## src/rtl/pipeline_hazard_ctrl.sv

```systemverilog
// Stall/flush sequencer for the 5-stage pipeline: load-use, branch redirect,
// data-memory wait, debug halt (drain/hold/resume) and saturating statistics.
module pipeline_hazard_ctrl #(
   parameter int REG_NUM_WIDTH = 5,
   parameter int CNT_WIDTH     = 16,
   parameter int DRAIN_CYCLES  = 4,
   parameter int MEM_TIMEOUT   = 64
) (
   input  logic                     clk,
   input  logic                     rst,
   input  logic [REG_NUM_WIDTH-1:0] idRs,
   input  logic [REG_NUM_WIDTH-1:0] idRt,
   input  logic                     idUsesRs,
   input  logic                     idUsesRt,
   input  logic                     idexIsLoadInsn,
   input  logic                     idexRfWrEnable,
   input  logic [REG_NUM_WIDTH-1:0] idexDstReg,
   input  logic                     exBrTaken,
   input  logic                     memReq,
   input  logic                     memReady,
   input  logic                     haltReq,
   output logic                     pcStall,
   output logic                     ifidStall,
   output logic                     ifidFlush,
   output logic                     idexStall,
   output logic                     idexFlush,
   output logic                     exmemStall,
   output logic                     memwbFlush,
   output logic                     haltAck,
   output logic                     memTimeout,
   output logic [CNT_WIDTH-1:0]     stallCount,
   output logic [CNT_WIDTH-1:0]     flushCount,
   output logic [1:0]               state
);

   localparam logic [1:0] RUN      = 2'd0;
   localparam logic [1:0] MEM_WAIT = 2'd1;
   localparam logic [1:0] DRAIN    = 2'd2;
   localparam logic [1:0] HALTED   = 2'd3;

   localparam int DW = $clog2(DRAIN_CYCLES + 1);
   localparam int TW = $clog2(MEM_TIMEOUT + 1);

   logic [1:0]    ret_state;
   logic [DW-1:0] drain_cnt;
   logic [TW-1:0] wait_cnt;
   logic [TW-1:0] wait_next;
   logic          load_use;
   logic          mem_stall;
   logic          parked;

   assign mem_stall = memReq & ~memReady;
   assign load_use  = idexIsLoadInsn & idexRfWrEnable & (idexDstReg != '0) &
                      ((idUsesRs & (idRs == idexDstReg)) |
                       (idUsesRt & (idRt == idexDstReg)));

   // A memory wait entered from DRAIN keeps fetch parked once memory releases.
   assign parked = (state == DRAIN) || (state == HALTED) ||
                   ((state == MEM_WAIT) && (ret_state == DRAIN));

   always_comb begin
      pcStall    = 1'b0;
      ifidStall  = 1'b0;
      ifidFlush  = 1'b0;
      idexStall  = 1'b0;
      idexFlush  = 1'b0;
      exmemStall = 1'b0;
      memwbFlush = 1'b0;
      haltAck    = 1'b0;
      if (mem_stall) begin
         pcStall    = 1'b1;
         ifidStall  = 1'b1;
         idexStall  = 1'b1;
         exmemStall = 1'b1;
         memwbFlush = 1'b1;
      end else begin
         pcStall   = parked;
         ifidFlush = parked;
         haltAck   = (state == HALTED) && haltReq;
         if (exBrTaken) begin
            pcStall   = 1'b0;
            ifidFlush = 1'b1;
            idexFlush = 1'b1;
         end else if (load_use) begin
            pcStall   = 1'b1;
            ifidStall = 1'b1;
            ifidFlush = 1'b0;
            idexFlush = 1'b1;
         end
      end
   end

   // Counts consecutive frozen cycles, including the one that entered MEM_WAIT.
   always_comb begin
      wait_next = wait_cnt;
      case (state)
         RUN, DRAIN: if (mem_stall) wait_next = TW'(1);
         MEM_WAIT: begin
            if (!mem_stall)
               wait_next = '0;
            else if (wait_cnt != TW'(MEM_TIMEOUT))
               wait_next = wait_cnt + TW'(1);
         end
         default: wait_next = wait_cnt;
      endcase
   end

   always_ff @(posedge clk) begin
      if (rst) begin
         state      <= RUN;
         ret_state  <= RUN;
         drain_cnt  <= '0;
         wait_cnt   <= '0;
         memTimeout <= 1'b0;
         stallCount <= '0;
         flushCount <= '0;
      end else begin
         wait_cnt <= wait_next;
         if (wait_next >= TW'(MEM_TIMEOUT))
            memTimeout <= 1'b1;
         if (pcStall && (stallCount != '1))
            stallCount <= stallCount + CNT_WIDTH'(1);
         if (idexFlush && (flushCount != '1))
            flushCount <= flushCount + CNT_WIDTH'(1);

         case (state)
            RUN: begin
               if (mem_stall) begin
                  state     <= MEM_WAIT;
                  ret_state <= RUN;
               end else if (haltReq) begin
                  state     <= DRAIN;
                  drain_cnt <= '0;
               end
            end
            MEM_WAIT: begin
               if (!mem_stall)
                  state <= ret_state;
            end
            DRAIN: begin
               if (mem_stall) begin
                  state     <= MEM_WAIT;
                  ret_state <= DRAIN;
               end else if (!haltReq) begin
                  state <= RUN;
               end else if (exBrTaken) begin
                  drain_cnt <= '0;
               end else if (!load_use) begin
                  // Only clean bubble cycles advance the drain.
                  if (drain_cnt == DW'(DRAIN_CYCLES - 1)) begin
                     state     <= HALTED;
                     drain_cnt <= '0;
                  end else begin
                     drain_cnt <= drain_cnt + DW'(1);
                  end
               end
            end
            HALTED: begin
               if (!haltReq)
                  state <= RUN;
            end
            default: state <= RUN;
         endcase
      end
   end

endmodule
```

## config.mk

```make
export PLATFORM = sky130hd
export DESIGN_NAME = pipeline_hazard_ctrl
export DESIGN_NICKNAME = d
export VERILOG_FILES = /design/src/rtl/pipeline_hazard_ctrl.sv
export SDC_FILE = /design/constraint.sdc
export NUM_CORES = 1
export LEC_CHECK = 0
export ABC_CLOCK_PERIOD_IN_PS = 3300
export CAP_MARGIN = 40
export CORE_MARGIN = 4
export CORE_UTILIZATION = 30
export DETAILED_ROUTE_END_ITERATION = 8
export PLACE_DENSITY_LB_ADDON = 0.12
export SETUP_SLACK_MARGIN = 0.3
export SYNTH_ARGS = -nofsm -noshare
export SYNTH_HDL_FRONTEND = slang
export SYNTH_SLANG_ARGS = --single-unit
```

## constraint.sdc

```tcl
create_clock -name clk -period 3.3 [get_ports clk]
set_clock_uncertainty 0.05 [all_clocks]
set_input_delay 0.66 -clock clk [delete_from_list [all_inputs] [get_ports clk]]
set_output_delay 0.66 -clock clk [all_outputs]
set_load 0.05 [all_outputs]
```

==> impl_metrics.csv <==
group,metric,value,unit
floorplan,initial_core_util,31.4,%
setup_path,slowest_delay,0.39,ns
yosys,synthCells,305,
clocking,cts_hold_buf,0,
setup_path,cp-end-kind,"output port",
global_route,first_global_vias,2226,
yosys,yosys-top-cells-count,"46 x dfxtp_1, 41 x nor2_1, 25 x a21oi_1, 23 x nand2_1, 22 x xor2_1",
setup_path,cp-start-kind,"input port",
global_route,grt_antenna_before_repair,0,
sta,slew_headroom,59.2,%
run,maxCapViolCount,0,
floorplan,fp.dieH,98.7,um
setup_path,cp_cell_sequence,"dlygate4sd2_1 -> buf_4 -> or4_1 -> o211ai_1 -> or2_4 -> nand2_1 -> nand2_1 -> nand2_1 -> buf_12",
setup_path,critPathCapture,"pcStall",
setup_path,arrival,2.22,ns
yosys,yosysSeqAreaShare,37.3,%
cells_and_area,finalNonFillerCells,488,
setup_path,rrSetupSlack,0.85,ns
sta,hold_slack,0.413,ns
cells_and_area,drive_above_1_share,14.0,%
routing,num_vias,2359,
routing,vias_per_cell,4.83,
global_route,overflow,0,
routing,drtAntennaViolNets,0,
routing,drtIter0Drc,83,
placement,post_dp_cell_area,3390,um2
global_route,grt_pass1_wl,10600,um
placement,io_buffers,67,
yosys,synth_most_common_cell,"dfxtp_1",
sta,finalHoldViolCount,0,
routing,routed_wl,6340,um
cells_and_area,area_growth,45.3,%
clocking,cts_tree,"yes",
global_route,grt_usage,13.0,%
yosys,yosysWarnings,0,
yosys,synth_edf_count,0,
setup_path,worstSetupPathType,"in -> out",
sta,finalSetupViolCount,0,
sta,slew_viol_final,0,
yosys,yosysTopAreaCell,"dfxtp_1",
clocking,htreeDepth,2,
floorplan,dieArea,9730,um2
yosys,synth_top_cells_by_area,"dfxtp_1 37%, xor2_1 7.8%, nor2_1 6.2%",
setup_path,cp_max_fo,5,
routing,remaining_drc_errors,0,
yosys,async_reset_ff_share,0,%
clocking,root_buffer,"clkbuf_8",
cells_and_area,post-route-util,45.7,%
setup_path,crit_start,"idexDstReg[3]",
cells_and_area,final_cell_area,3580,um2
setup_path,reg2reg_depth,9,
power_and_ir_drop,power_density,363,nW/um2
power_and_ir_drop,p_leak,1.37,nW
placement,hpwl,4720,um
sta,period_needed,2.93,ns
clocking,cts.clk_slew.worst_paths,0.08,ns
clocking,clock_latency,0.30,ns
clocking,ctsLongestPathBuffers,2,
worst_hold_path,hp-class,"reg -> reg",
yosys,synth_top_area_share,37.3,%
global_route,grt_max_degree,15,
setup_path,cp.required,2.59,ns
placement,dpl.cell_count,477,
setup_path,crit_path_frequent_cell,"nand2_1",
floorplan,die_x,98.7,um
floorplan,rows,32,
setup_path,r2r-end,"stallCount[9]$_SDFFE_PP0P_",
clocking,cts.sinks,46,
run_status,status,"completed",
sta,fin_crit_sh,88.8,%
cells_and_area,nets,415,
clocking,numCtsBuffers,5,
setup_path,cp_slowest_cell,"or4_1",
yosys,synth_area,2470,um2
sta,worstMarginPinSlew,0.606,ns
setup_path,r2r_start,"stallCount[2]$_SDFFE_PP0P_",
yosys,syn_area_per_cell,8.09,um2
floorplan,io_pins,68,
sta,fmax,341,MHz
placement,gp_congestion,0.792,
routing,first_pass_iters,4,
sta,fin_ws,0.371,ns
cells_and_area,num_antenna_cells,0,
placement,dp_slack,-0.0751,ns
routing,wire_per_inst,13.0,um
yosys,synth_seq_cells,46,
yosys,syn_nets,335,
floorplan,core_area,7850,um2
sta,rsz0062_at_grt,"no",
power_and_ir_drop,ir_drop,208,uV
yosys,yosysUniqueCellTypes,49,
yosys,synth-main-ff-cell,"dfxtp_1",
-- power by group --
part	switching (W)	internal, W	total (W)	leakage, nW
clock network	0.000198	0.000323	0.000521	0.0714
registers	0.0000108	0.000562	0.000573	0.372
logic	0.000115	0.0000917	0.000207	0.924
total	0.000324	0.000977	0.00130	1.37
-- cell usage in the layout, fill, tap and decap left out, types with 5 or more instances in the layout --
master           count
dfxtp_1             46
clkdlybuf4s50_1     46
nor2_1              39
a21oi_1             24
nand2_1             23
buf_4               21
xor2_1              20
nand3_1             19
o21ai_0             11
xnor2_1              9
nand4_1              9
and3_1               8
inv_1                7
clkbuf_8             6
ha_1                 5
buf_12               5
-- area by class of cell --
type                    instances  area [um2]
multi-input cells             237        1500
flip-flops and latches         46         921
well taps                     102         128
fillers                       778        4260
clock inverters                 2        60.1
repair buffers                 87         865
inverters                       8        30.0
clock buffers                   6        82.6
-- routing by layer --
metal	GRT usage, %	vias to the layer above	part of all wire (%)
li1	-	1243	-
met1	17.1	1074	48
met2	20.6	38	46
met3	4.25	4	4.9
met4	3.47	0	0.87
met5	0	-	0
-- what timing repair did --
| item | 4_1_cts | 5_1_grt |
|---|---|---|
| setup endpoints to repair | 5 | 7 |
| gates resized for setup | 15 | 14 |
| setup buffers | 2 | 1 |
| endpoints found under the hold margin | 0 | 0 |
| pin swaps | 8 | 9 |
-- stage by stage --
step	TNS (ns)	power, W
2_1_floorplan	0	0.000696
3_3_place_gp	-0.193	0.000786
3_5_place_dp	-0.158	0.000790
4_1_cts	0	0.00132
5_1_grt	0	0.00136
6_report	0	0.00130
-- worst min-delay path by stage --
stage / from / to / slack, ns / depth (start not counted)
after global routing: memTimeout$_SDFFE_PP0P_ / memTimeout$_SDFFE_PP0P_ / 0.43 / 2
after global placement: drain_cnt[1]$_SDFFE_PP0P_ / drain_cnt[1]$_SDFFE_PP0P_ / 0.40 / 2
after CTS: drain_cnt[1]$_SDFFE_PP0P_ / drain_cnt[1]$_SDFFE_PP0P_ / 0.42 / 2
after floorplan: drain_cnt[1]$_SDFFE_PP0P_ / drain_cnt[1]$_SDFFE_PP0P_ / 0.39 / 2
final: drain_cnt[1]$_SDFFE_PP0P_ / drain_cnt[1]$_SDFFE_PP0P_ / 0.41 / 2
after detailed placement: memTimeout$_SDFFE_PP0P_ / memTimeout$_SDFFE_PP0P_ / 0.40 / 2
-- worst max-delay path: cells and delay by family --
family / cells / cell delay [ns]
buffers and inverters: 3 / 0.55
and+or+nand+nor: 5 / 0.79
AOI/OAI and AO/OA: 1 / 0.21
-- logic make-up (layout without fill, tap and decap cells) --
kind of cell	count (synthesis)	in the layout	synth area share, %
flip-flops	46	46	37.3
AND/OR/NAND/NOR	138	138	28.8
XOR/XNOR	31	31	11.0
buffers and inverters	22	103	4.06
adder cells (fa/ha/maj)	5	5	2.54
multiplexers	3	3	1.32
AO/OA/AOI/OAI	60	60	14.9
Power figures use the tool's default switching activity.
